===== src/rtl/cve2_pkg.sv =====
// Shared core types; the data-side OBI demux uses obi_tgt_e to name its routing targets.
package cve2_pkg;

  typedef enum logic [1:0] {
    TgtS0  = 2'd0,
    TgtS1  = 2'd1,
    TgtErr = 2'd2
  } obi_tgt_e;

endpackage


===== src/rtl/cve2_obi_err_resp.sv =====
// Error responder for unmapped addresses: grants immediately, answers with
// rvalid+err and zero data exactly one cycle after each accepted request.
module cve2_obi_err_resp (
  input  logic        clk_i,
  input  logic        rst_ni,
  input  logic        i_req,
  output logic        o_gnt,
  output logic        o_rvalid,
  output logic        o_err,
  output logic [31:0] o_rdata
);

  logic r_pend;

  always_ff @(posedge clk_i or negedge rst_ni) begin
    if (!rst_ni) begin
      r_pend <= 1'b0;
    end else begin
      r_pend <= i_req;
    end
  end

  assign o_gnt    = 1'b1;
  assign o_rvalid = r_pend;
  assign o_err    = r_pend;
  assign o_rdata  = '0;

endmodule


===== src/rtl/cve2_data_obi_demux.sv =====
// Routes core data-port OBI transactions to the TCM (s0), the peripheral bus (s1)
// or an internal error responder; target switches wait until nothing is outstanding.
module cve2_data_obi_demux
  import cve2_pkg::*;
#(
  parameter logic [31:0] S0Base         = 32'h0000_0000,
  parameter logic [31:0] S0Mask         = 32'hFFF0_0000,
  parameter logic [31:0] S1Base         = 32'h1000_0000,
  parameter logic [31:0] S1Mask         = 32'hF000_0000,
  parameter int unsigned MaxOutstanding = 2
) (
  input  logic        clk_i,
  input  logic        rst_ni,

  input  logic        core_req_i,
  output logic        core_gnt_o,
  output logic        core_rvalid_o,
  input  logic        core_we_i,
  input  logic [3:0]  core_be_i,
  input  logic [31:0] core_addr_i,
  input  logic [31:0] core_wdata_i,
  output logic [31:0] core_rdata_o,
  output logic        core_err_o,

  output logic        s0_req_o,
  input  logic        s0_gnt_i,
  input  logic        s0_rvalid_i,
  output logic        s0_we_o,
  output logic [3:0]  s0_be_o,
  output logic [31:0] s0_addr_o,
  output logic [31:0] s0_wdata_o,
  input  logic [31:0] s0_rdata_i,
  input  logic        s0_err_i,

  output logic        s1_req_o,
  input  logic        s1_gnt_i,
  input  logic        s1_rvalid_i,
  output logic        s1_we_o,
  output logic [3:0]  s1_be_o,
  output logic [31:0] s1_addr_o,
  output logic [31:0] s1_wdata_o,
  input  logic [31:0] s1_rdata_i,
  input  logic        s1_err_i,

  output logic        protocol_err_o
);

  localparam int unsigned   CntW   = $clog2(MaxOutstanding + 1);
  localparam logic [CntW-1:0] MaxCnt = CntW'(MaxOutstanding);

  logic [CntW-1:0] r_cnt;
  obi_tgt_e        r_last_tgt;
  logic            r_proto_err;

  obi_tgt_e        w_tgt;
  logic            w_allow;
  logic            w_tgt_gnt;
  logic            w_hs;
  logic            w_cnt_zero;

  logic            w_err_gnt;
  logic            w_err_rvalid;
  logic            w_err_err;
  logic [31:0]     w_err_rdata;

  logic            w_rvalid;
  logic [31:0]     w_rdata;
  logic            w_rerr;
  logic            w_unexp;

  // S0 is tested first so it wins when the two windows overlap.
  always_comb begin
    w_tgt = TgtErr;
    if ((core_addr_i & S0Mask) == S0Base) begin
      w_tgt = TgtS0;
    end else if ((core_addr_i & S1Mask) == S1Base) begin
      w_tgt = TgtS1;
    end
  end

  assign w_cnt_zero = (r_cnt == '0);
  assign w_allow    = w_cnt_zero | ((w_tgt == r_last_tgt) & (r_cnt < MaxCnt));

  always_comb begin
    w_tgt_gnt = w_err_gnt;
    case (w_tgt)
      TgtS0:   w_tgt_gnt = s0_gnt_i;
      TgtS1:   w_tgt_gnt = s1_gnt_i;
      default: w_tgt_gnt = w_err_gnt;
    endcase
  end

  assign s0_req_o   = core_req_i & w_allow & (w_tgt == TgtS0);
  assign s1_req_o   = core_req_i & w_allow & (w_tgt == TgtS1);
  assign core_gnt_o = core_req_i & w_allow & w_tgt_gnt;
  assign w_hs       = core_gnt_o;

  assign s0_we_o    = core_we_i;
  assign s0_be_o    = core_be_i;
  assign s0_addr_o  = core_addr_i;
  assign s0_wdata_o = core_wdata_i;
  assign s1_we_o    = core_we_i;
  assign s1_be_o    = core_be_i;
  assign s1_addr_o  = core_addr_i;
  assign s1_wdata_o = core_wdata_i;

  cve2_obi_err_resp u_err_resp (
    .clk_i    (clk_i),
    .rst_ni   (rst_ni),
    .i_req    (w_hs & (w_tgt == TgtErr)),
    .o_gnt    (w_err_gnt),
    .o_rvalid (w_err_rvalid),
    .o_err    (w_err_err),
    .o_rdata  (w_err_rdata)
  );

  // A slave response is only forwarded when it comes from the current target
  // and something is actually outstanding; anything else is dropped.
  always_comb begin
    w_rvalid = 1'b0;
    w_rdata  = '0;
    w_rerr   = 1'b0;
    case (r_last_tgt)
      TgtS0: begin
        w_rvalid = s0_rvalid_i & ~w_cnt_zero;
        w_rdata  = s0_rdata_i;
        w_rerr   = s0_err_i;
      end
      TgtS1: begin
        w_rvalid = s1_rvalid_i & ~w_cnt_zero;
        w_rdata  = s1_rdata_i;
        w_rerr   = s1_err_i;
      end
      default: begin
        w_rvalid = w_err_rvalid;
        w_rdata  = w_err_rdata;
        w_rerr   = w_err_err;
      end
    endcase
  end

  assign core_rvalid_o = w_rvalid;
  assign core_rdata_o  = w_rvalid ? w_rdata : '0;
  assign core_err_o    = w_rvalid & w_rerr;

  assign w_unexp = (s0_rvalid_i & ((r_last_tgt != TgtS0) | w_cnt_zero))
                 | (s1_rvalid_i & ((r_last_tgt != TgtS1) | w_cnt_zero));

  always_ff @(posedge clk_i or negedge rst_ni) begin
    if (!rst_ni) begin
      r_cnt       <= '0;
      r_last_tgt  <= TgtS0;
      r_proto_err <= 1'b0;
    end else begin
      if (w_hs && !w_rvalid) begin
        r_cnt <= r_cnt + CntW'(1);
      end else if (w_rvalid && !w_hs) begin
        r_cnt <= r_cnt - CntW'(1);
      end
      if (w_hs) begin
        r_last_tgt <= w_tgt;
      end
      if (w_unexp) begin
        r_proto_err <= 1'b1;
      end
    end
  end

  assign protocol_err_o = r_proto_err;

endmodule

===== config.mk =====
export PLATFORM = sky130hd
export DESIGN_NAME = cve2_data_obi_demux
export DESIGN_NICKNAME = d
export VERILOG_FILES = /design/src/rtl/cve2_pkg.sv /design/src/rtl/cve2_obi_err_resp.sv /design/src/rtl/cve2_data_obi_demux.sv
export SDC_FILE = /design/constraint.sdc
export NUM_CORES = 1
export LEC_CHECK = 0
export CAP_MARGIN = 20
export CORE_AREA = 2 2 125 127
export CTS_CLUSTER_DIAMETER = 80
export CTS_CLUSTER_SIZE = 24
export DETAILED_ROUTE_END_ITERATION = 12
export DIE_AREA = 0 0 127 129
export DONT_BUFFER_PORTS = 1
export HOLD_SLACK_MARGIN = 0.02
export MAX_ROUTING_LAYER = met4
export PLACE_DENSITY = 0.3
export REMOVE_ABC_BUFFERS = 1
export SKIP_LAST_GASP = 1
export SYNTH_ARGS = -nofsm -noshare
export SYNTH_HDL_FRONTEND = slang
export SYNTH_SLANG_ARGS = --single-unit

===== constraint.sdc =====
create_clock -name clk_i -period 2.4 [get_ports clk_i]
set_clock_uncertainty 0.1 [all_clocks]
set_input_delay 0.48 -clock clk_i [delete_from_list [all_inputs] [get_ports clk_i]]
set_output_delay 0.48 -clock clk_i [all_outputs]
set_load 0.02 [all_outputs]

==> results of run 1 <==
## power by group through the flow
stage / sequential [mW] / clock [mW] / combinational [mW]
after floorplan: 0.275 / 0 / 0.727
after global placement: 0.209 / 0 / 1.19
after detailed placement: 0.211 / 0 / 1.19
after CTS: 0.210 / 0.284 / 1.20
after global routing: 0.224 / 0.296 / 1.29
final: 0.213 / 0.278 / 1.19
## registers in the layout, indices dropped and copies added, names as in the netlist
| signal | cells |
|---|---|
| u_err_resp.o_err | 1 |
| r_cnt | 2 |
| r_last_tgt | 2 |
| protocol_err_o | 1 |
## repair_timing
action	in CTS	in global routing
pin swaps	0	1
resized for setup	2	4
endpoints found under the hold margin	6	0
cloned	0	0
buffers inserted	0	0
hold buffers	1	0
endpoints found under the setup margin	2	3
## logic make-up (layout without fill, tap and decap cells)
logic type	count (synthesis)	after routing	share of synthesized area, %
AND/OR/NAND/NOR	53	53	12.04
adder cells (fa/ha/maj)	1	1	0.6269
XOR/XNOR	3	3	1.317
multiplexers	34	34	17.05
flip-flops	6	6	7.523
AO/OA/AOI/OAI	16	16	6.772
buffers and inverters	150	50	54.67
## final cells by class
type | count | area [µm²] | area share [%]
Sequential cell | 6 | 151.4 | 9.565
Inverter | 2 | 7.507 | 0.4743
Multi-Input combinational cell | 107 | 765.7 | 48.38
Timing Repair Buffer | 44 | 344.1 | 21.74
Tap cell | 188 | 235.2 | 14.86
Clock buffer | 4 | 78.83 | 4.980
## through the flow
stage / utilization (%) / hold slack, ns
3_3_place_gp: 9.825 / 0.08484
6_report: 10.57 / 0.3364
2_1_floorplan: - / 0.08441
4_1_cts: 10.47 / 0.3405
5_1_grt: 10.57 / 0.3546
3_5_place_dp: 9.825 / 0.08486
## final timing paths
check | endpoint | slack (ns) | cells past startpoint
worst max-delay path | core_rdata_o[3] | 0.03 | 5
worst min-delay path | protocol_err_o | 0.34 | 2
worst max register to register | r_cnt[1] | 0.37 | 7
worst min register to register | r_cnt[1] | 0.42 | 1
max in group asynchronous | r_last_tgt[0] | 1.48 | 1
min in group asynchronous | protocol_err_o | 0.47 | 1
## layer usage
metal	global-route usage [%]	share of wire (%)	vias to the layer above
met5	-	0	-
met4	2.262	1.1	0
met3	19.83	27	10
met2	25.30	47	312
met1	11.03	25	570
li1	-	-	518
## worst max-delay path, cell delays in order, from the launching register on
cell and delay [ns]:
dfrtp_2 0.45, mux2i_1 0.13, or3_1 0.40, buf_6 0.21, nor2_1 0.18, buf_4 0.17
## placed cells by master, fill, tap and decap left out, drive strengths merged, types with 2 or more instances in the layout
cell	n
a21oi	3
o31a	2
nand2	2
nand2b	2
inv	2
dfrtp	6
nor3	2
nor2	39
clkbuf	4
o31ai	2
xor2	2
o22ai	2
mux2i	34
buf	43
==> run metrics, run 1 <==
Rel. slew slack=71.82%; Final Max Slew Viols=0; Synth Cell Area=0.001996 mm²; Synth top cells by count=138 x buf_4, 39 x nor2_1, 34 x mux2i_1; top cell type by total area after synthesis=buf_4; clock share of power=16.5%; largest net degree at the start of global routing=36; full die area=between 0.015 and 0.02 mm²; # setup viols final=0; clk root buf=clkbuf_16; DP Wirelength=around 12000 µm; Antenna diodes=0; Worst-path clk slew=~0.04 ns; final total power=1.681 mW; Setup Crit Path Kind=reg2out; TritonCTS clock tree=yes; proportion of power drawn by combinational gates=between 70% and 80%; number of buffers added on ports=0; max cap viols=0; pwr dens=1062 mW/mm²; ys flop type=dfrtp_1; Chip Width=127 µm; share of post-route cells with drive strength above 1=about 33%; sequential share of power=between 10% and 20%; Crit. Startpoint=r_last_tgt[0]; cell with the most instances after synthesis=buf_4; Worst IR Drop VDD=0.0004853 V; number of library cell types mapped by synthesis=35; initial antenna violation count=0; clk buf depth=2; Post-DP Area=0.001471 mm²; fmax=422.7 MHz; status=finished clean; Tightest Hold Check Type=in2reg; core area=approximately 0.015 mm²; async set-reset flop share out of synthesis=100.0%; Syn Inst Count=263; Die Y=between 100 and 150 µm; sequential-to-total area share from yosys stat=around 7.5%; aggregate global routing overflow=0; fin area=0.001583 mm²; Mean Syn Cell Area=7.588 µm²; Final min period=2.366 ns; GRT Util Overall=between 15 and 20%; via/cell ratio=roughly 4.0; Worst EP required=roughly 1.8 ns; Sw Share=46.65%; drt wl/cell=38.49 µm; critical path data arrival time=1.79 ns; initial DRC count=74; Worst setup EP type=primary output; Initial Utilization=13.32%; DP Cell Count=346; Synth top area share=roughly half; top cells by area, synth=buf_4 52%, mux2i_1 17%, dfrtp_1 7.5%; DP Worst Slack=0.04628 ns; RSZ-0062 raised after global routing=true; total CTS buffers=3; Int Pwr=roughly 0.90 mW; CTS Sinks=6; Nets=307; Setup WS post-layout=0.03421 ns; drt first pass iters=4; worst reg2reg path startpoint=r_cnt[1]; vias=1410; TNS Setup=0 ns; Detailed Route WL=around 14000 µm; leakage=0.6584 nW; vias in the first global route=around 1.2k; hold path start=s0_rvalid_i; Final GP Congestion=0.7775; htree depth=1; fin cells=351; Post-DRT Antenna Nets=0; pin slew with the least headroom to its limit=0.4228 ns; worst-skew pair later-pin latency=0.23 ns; CP Launch Type=register; FF+latch count, synth=6; switching power=0.7841 mW; period utilization=a little over nine tenths; DRC violations left=0; EDFF count, synth=0; Yosys warning total=0; critical path fanouts, max=20; Final Hold Vio Count=0; first-pass GRT wire length=15820 µm; FP Rows=45; boundary pin count=318; fillers=~1.7k; Layout area overhead=-20.69%
(Power assumes the default switching activity.)
==> run 2, diff against run 1 <==
--- a/config.mk
+++ b/config.mk
@@ -7,6 +7,7 @@
 export LEC_CHECK = 0
 export CAP_MARGIN = 20
 export CORE_AREA = 2 2 125 127
+export CTS_BUF_LIST = sky130_fd_sc_hd__clkbuf_4
 export CTS_CLUSTER_DIAMETER = 80
 export CTS_CLUSTER_SIZE = 24
 export DETAILED_ROUTE_END_ITERATION = 12
==> run 2 against run 1 <==
Clock power shrank 59%. Via count shrank 1.3%. Die area did not move. Final cell count stayed put. Non-clock buffer count is the same. Global-route usage hardly changed. Register-to-register slack is essentially flat. Sequential share of layout area grew 0.27 points. Sequential cell count unchanged. Critical path type is now in2out. Hold slack worse by 0.018 ns. Highest routed layer unchanged.
==> run metrics, run 2 (synthesis gave the netlist of run 1 again) <==
GRT Util Overall=15.73% (was 15.77%); full die area=0.01638 mm² (unchanged); FP Rows=45 (unchanged); period utilization=96.91% (was 98.57%); Final GP Congestion=0.7775 (unchanged); DP Cell Count=346 (unchanged); Post-DRT Antenna Nets=0 (unchanged); RSZ-0062 raised after global routing=true (unchanged); pwr dens=988.3 mW/mm² (was 1062 mW/mm²); via/cell ratio=3.966 (was 4.017); fin util=10.28% (was 10.57%); Worst IR Drop VDD=0.0005007 V (was 0.0004853 V); Antenna diodes=0 (unchanged); critical path data arrival time=1.75 ns (was 1.79 ns); drt wl/cell=38.35 µm (was 38.49 µm); Final Hold Vio Count=0 (unchanged); aggregate global routing overflow=0 (unchanged); Post-DP Area=0.001471 mm² (unchanged); CP Launch Type=input port (was register); Layout area overhead=-22.88% (was -20.69%); boundary pin count=318 (unchanged); most frequent cells in the layout=40 x buf_4, 39 x nor2_1, 34 x mux2i_1 (unchanged); total CTS buffers=3 (unchanged); Rel. slew slack=72.08% (was 71.82%); Final Max Slew Viols=0 (unchanged); largest net degree at the start of global routing=36 (unchanged); TritonCTS clock tree=yes (unchanged); Initial Utilization=13.32% (unchanged); Final min period=2.326 ns (was 2.366 ns); max cap viols=0 (unchanged); Tightest Hold Check Type=in2reg (unchanged); pin slew with the least headroom to its limit=0.4188 ns (was 0.4228 ns); Setup Crit Path Kind=in2out (was reg2out); fmax=430.0 MHz (was 422.7 MHz); worst-skew pair later-pin latency=0.24 ns (was 0.23 ns); clk buf depth=2 (unchanged); Die Y=129 µm (unchanged); DRC violations left=0 (unchanged); biggest regs=r_cnt (2), r_last_tgt (2) (unchanged); fin area=0.001539 mm² (was 0.001583 mm²); core area=0.01498 mm² (unchanged); Worst-path clk slew=0.05 ns (was 0.04 ns); Worst EP required=1.82 ns (about the same); TNS Setup=0 ns (unchanged); share of post-route cells with drive strength above 1=33.74% (was 32.52%); drt first pass iters=4 (unchanged); fillers=1738 (was 1739); FF+latch area=151.4 µm² (unchanged); status=finished clean (unchanged); Post-CTS Setup Bufs=0 (unchanged); fin cells=351 (unchanged); critical path fanouts, max=4 (was 20); multi-input logic area=770.7 µm² (was 765.7 µm²); Nets=307 (unchanged); DP Wirelength=12080 µm (unchanged); leakage=0.6399 nW (was 0.6584 nW); number of buffers added on ports=0 (unchanged); Worst setup EP type=primary output (unchanged); initial DRC count=54 (was 74); CTS Sinks=6 (unchanged); Chip Width=127 µm (unchanged); vias in the first global route=1218 (was 1217); Detailed Route WL=13460 µm (was 13510 µm); htree depth=1 (unchanged); first-pass GRT wire length=15790 µm (was 15820 µm); commonest non-fill, non-tap cell in the layout=buf_4 (unchanged); # setup viols final=0 (unchanged); initial antenna violation count=0 (unchanged); clk root buf=clkbuf_4 (was clkbuf_16); vias=1392 (was 1410)
==> run 2: cell types whose count changed in the layout (fill, tap and decap cells not counted) <==
| cell | previous run | this run |
|---|---|---|
| or3_4 | 0 | 1 |
| clkbuf_16 | 3 | 0 |
| clkbuf_4 | 0 | 4 |
| or3_1 | 1 | 0 |
| clkbuf_1 | 1 | 0 |
==> run 2: timing repair <==
action                                  CTS  global route
gates cloned                              0             0
endpoints found under the setup margin    2            13
hold endpoints to repair                  6             0
gates resized for setup                   2             5
hold buffers                              1             0
pin swaps                                 0             1
==> run 2: where the power goes <==
part	switching [mW]	internal, mW	leakage, nW	total (mW)
logic	0.662	0.534	0.554	1.20
clock network	0.0386	0.0744	0.0184	0.113
registers	0.0644	0.148	0.0680	0.212
total	0.765	0.756	0.640	1.52
==> run 2: final cells by class <==
type | count | share of cell area (%)
multi-input combinational | 107 | 50.08
sequential | 6 | 9.837
clock buffer | 4 | 1.951
inverter | 2 | 0.4878
timing repair buffer | 44 | 22.36
tap | 188 | 15.28
==> run 2: final timing paths <==
check,slack [ns],depth (start not counted),from,to
worst min register to register,0.43,1,r_cnt[1],r_cnt[1]
worst min-delay path,0.32,2,s0_rvalid_i,protocol_err_o
min in group asynchronous,0.44,1,rst_ni,protocol_err_o
worst max-delay path,0.07,6,core_addr_i[31],s0_req_o
worst max register to register,0.36,7,r_cnt[1],r_cnt[1]
max in group asynchronous,1.52,1,rst_ni,r_last_tgt[0]
==> run 2: routing by layer <==
metal / global-route usage [%] / routed length (µm) / vias to the layer above
met5: - / 0 / -
met4: 2.069 / 147 / 0
met3: 19.58 / 3633 / 10
met2: 25.27 / 6278 / 302
met1: 11.15 / 3401 / 561
li1: - / - / 519
==> run 2: per-stage QoR <==
stage / power, mW / setup WS, ns / hold slack (ns)
final: 1.521 / 0.07425 / 0.3183
after global routing: 1.651 / -0.04846 / 0.3164
after CTS: 1.529 / 0.001881 / 0.3193
after detailed placement: 1.399 / 0.04628 / 0.08486
after global placement: 1.396 / 0.05520 / 0.08484
after floorplan: 1.003 / -1.048 / 0.08441
==> run 2: critical path: stages <==
cell and delay [ns]:
or4b_4 0.55, buf_6 0.15, o31ai_4 0.25, a21oi_1 0.06, nor2_1 0.11, buf_4 0.15
==> run 3, diff against run 2 <==
--- a/config.mk
+++ b/config.mk
@@ -13,9 +13,9 @@
 export DETAILED_ROUTE_END_ITERATION = 12
 export DIE_AREA = 0 0 127 129
 export DONT_BUFFER_PORTS = 1
+export GPL_ROUTABILITY_DRIVEN = 0
 export HOLD_SLACK_MARGIN = 0.02
 export MAX_ROUTING_LAYER = met4
-export PLACE_DENSITY = 0.3
 export REMOVE_ABC_BUFFERS = 1
 export SKIP_LAST_GASP = 1
 export SYNTH_ARGS = -nofsm -noshare
==> run 3 against run 2 <==
Sequential share of layout area fell by 0.087 points. Clock power barely moved. Global-route usage rose by 2.9 points. Fmax fell by 2.2%. Critical path type is now reg2out.
==> run metrics, run 3 (synthesis gave the netlist of run 1 again) <==
clk root buf=clkbuf_4 (unchanged); grt met1 use=8.021% (was 11.15%); number of buffers added on ports=0 (unchanged); Final Max Slew Viols=0 (unchanged); vias in the first global route=1354 (was 1218); GRT met2 Usage=35.93% (was 25.27%); max incr delay on CP=0.54 ns (was 0.55 ns); CP Launch Type=register (was input port); biggest regs=r_cnt (2), r_last_tgt (2) (unchanged); DRC violations left=0 (unchanged); GRT Util Overall=18.60% (was 15.73%); Worst EP required=1.82 ns (about the same); full die area=0.01638 mm² (unchanged); drt wl/cell=44.37 µm (was 38.35 µm); fin cells=354 (was 351); # setup viols final=0 (unchanged); RSZ-0062 raised after global routing=true (unchanged); critical path data arrival time=1.80 ns (was 1.75 ns); DP Wirelength=14450 µm (was 12080 µm); Rel. slew slack=81.68% (was 72.08%); most frequent cells in the layout=41 x buf_4, 39 x nor2_1, 34 x mux2i_1 (was 40 x buf_4, 39 x nor2_1, 34 x mux2i_1); critical path fanouts, max=4 (unchanged); Die Y=129 µm (unchanged); DP Cell Count=347 (was 346); Setup Crit Path Kind=reg2out (was in2out); Worst IR Drop VDD=0.0005572 V (was 0.0005007 V); Worst setup EP type=primary output (unchanged); aggregate global routing overflow=0 (unchanged); Nets=309 (was 307); core area=0.01498 mm² (unchanged); worst-skew pair later-pin latency=0.25 ns (was 0.24 ns); total CTS buffers=3 (unchanged); drt first pass iters=5 (was 4); TritonCTS clock tree=yes (unchanged); FP Rows=45 (unchanged); CP max stage cell=or3b_2 (was or4b_4); grt met3 use=23.41% (was 19.58%); Chip Width=127 µm (unchanged); boundary pin count=318 (unchanged); Layout area overhead=-22.19% (was -22.88%); Final min period=2.378 ns (was 2.326 ns); Worst-path clk slew=0.05 ns (about the same); fmax=420.5 MHz (was 430.0 MHz); initial DRC count=92 (was 54); largest net degree at the start of global routing=24 (was 36); Hold WS=0.3305 ns (was 0.3183 ns); Post-DRT Antenna Nets=0 (unchanged); Initial Utilization=13.32% (unchanged); share of post-route cells with drive strength above 1=34.55% (was 33.74%); period utilization=99.08% (was 96.91%); CTS Sinks=6 (unchanged); clk buf depth=2 (unchanged); initial antenna violation count=1 (was 0); pwr dens=997.3 mW/mm² (was 988.3 mW/mm²); final total power=1.549 mW (was 1.521 mW); htree depth=1 (unchanged); vias=1477 (was 1392); Final Hold Vio Count=0 (unchanged); Detailed Route WL=15710 µm (was 13460 µm); Tightest Hold Check Type=in2reg (unchanged); status=finished clean (unchanged); crit path cell chain=or3b_2, a21boi_0, o22ai_1, a21oi_2, buf_4 (was or4b_4, buf_6, o31ai_4, a21oi_1, nor2_1, buf_4); first-pass GRT wire length=18040 µm (was 15790 µm); pin slew with the least headroom to its limit=0.2711 ns (was 0.4188 ns); leakage=0.6465 nW (was 0.6399 nW); most crowded layer after global routing=met2 (unchanged); max cap viols=0 (unchanged); via/cell ratio=4.172 (was 3.966); TNS Setup=0 ns (unchanged); commonest non-fill, non-tap cell in the layout=buf_4 (unchanged)
## run 3: path summary, 6_finish.rpt
path | start | end | slack, ns | depth (start not counted)
setup / recovery | r_cnt[1] | core_gnt_o | 0.02 | 5
hold / removal | s0_rvalid_i | protocol_err_o | 0.33 | 2
setup reg to reg | r_last_tgt[0] | r_cnt[1] | 0.25 | 8
hold reg to reg | r_cnt[1] | r_cnt[1] | 0.43 | 1
max in group asynchronous | rst_ni | r_last_tgt[0] | 1.53 | 1
min in group asynchronous | rst_ni | r_cnt[0] | 0.44 | 1
## run 3: final cells by class
cell class	count	area, µm²
timing repair buffer	46	362.8
multi-input combinational	107	763.2
tap	188	235.2
clock buffer	4	30.03
inverter	2	7.507
fill	1755	13420
sequential	6	151.4
antenna	1	2.502
## run 3: repair_timing
| action | CTS | global route |
|---|---|---|
| resized for setup | 2 | 5 |
| setup buffers | 0 | 1 |
| endpoints found under the hold margin | 6 | 0 |
| hold buffers | 1 | 0 |
| pin swaps | 0 | 1 |
| endpoints found under the setup margin | 12 | 15 |
## run 3: worst max-delay path, delay by kind of cell, from the launching register on
family	cells	cell delay [ns]
AO/OA/AOI/OAI	3	0.43
AND/OR/NAND/NOR	1	0.54
buffers and inverters	1	0.16
flip-flops	1	0.42
## run 3: where the power goes
part	total [mW]	internal (mW)	switching, mW
combinational	1.23	0.548	0.681
clock	0.114	0.0744	0.0394
sequential	0.205	0.148	0.0574
## run 3: layer usage
layer  up-vias  part of all wire, %  wire (µm)
met5         -                    0          0
met4         0                  1.6        255
met3        14                   28       4338
met2       346                   55       8574
met1       595                   16       2538
li1        522                    -          -
## run 3: metrics by stage
stage          area [µm²]  utilization [%]  worst slack, ns
2_1_floorplan       912.1                -           -1.048
3_3_place_gp         1479            9.875          0.07652
3_5_place_dp         1479            9.875          0.07280
4_1_cts              1528            10.20         -0.02504
5_1_grt              1553            10.37         -0.06786
6_report             1553            10.37          0.02197
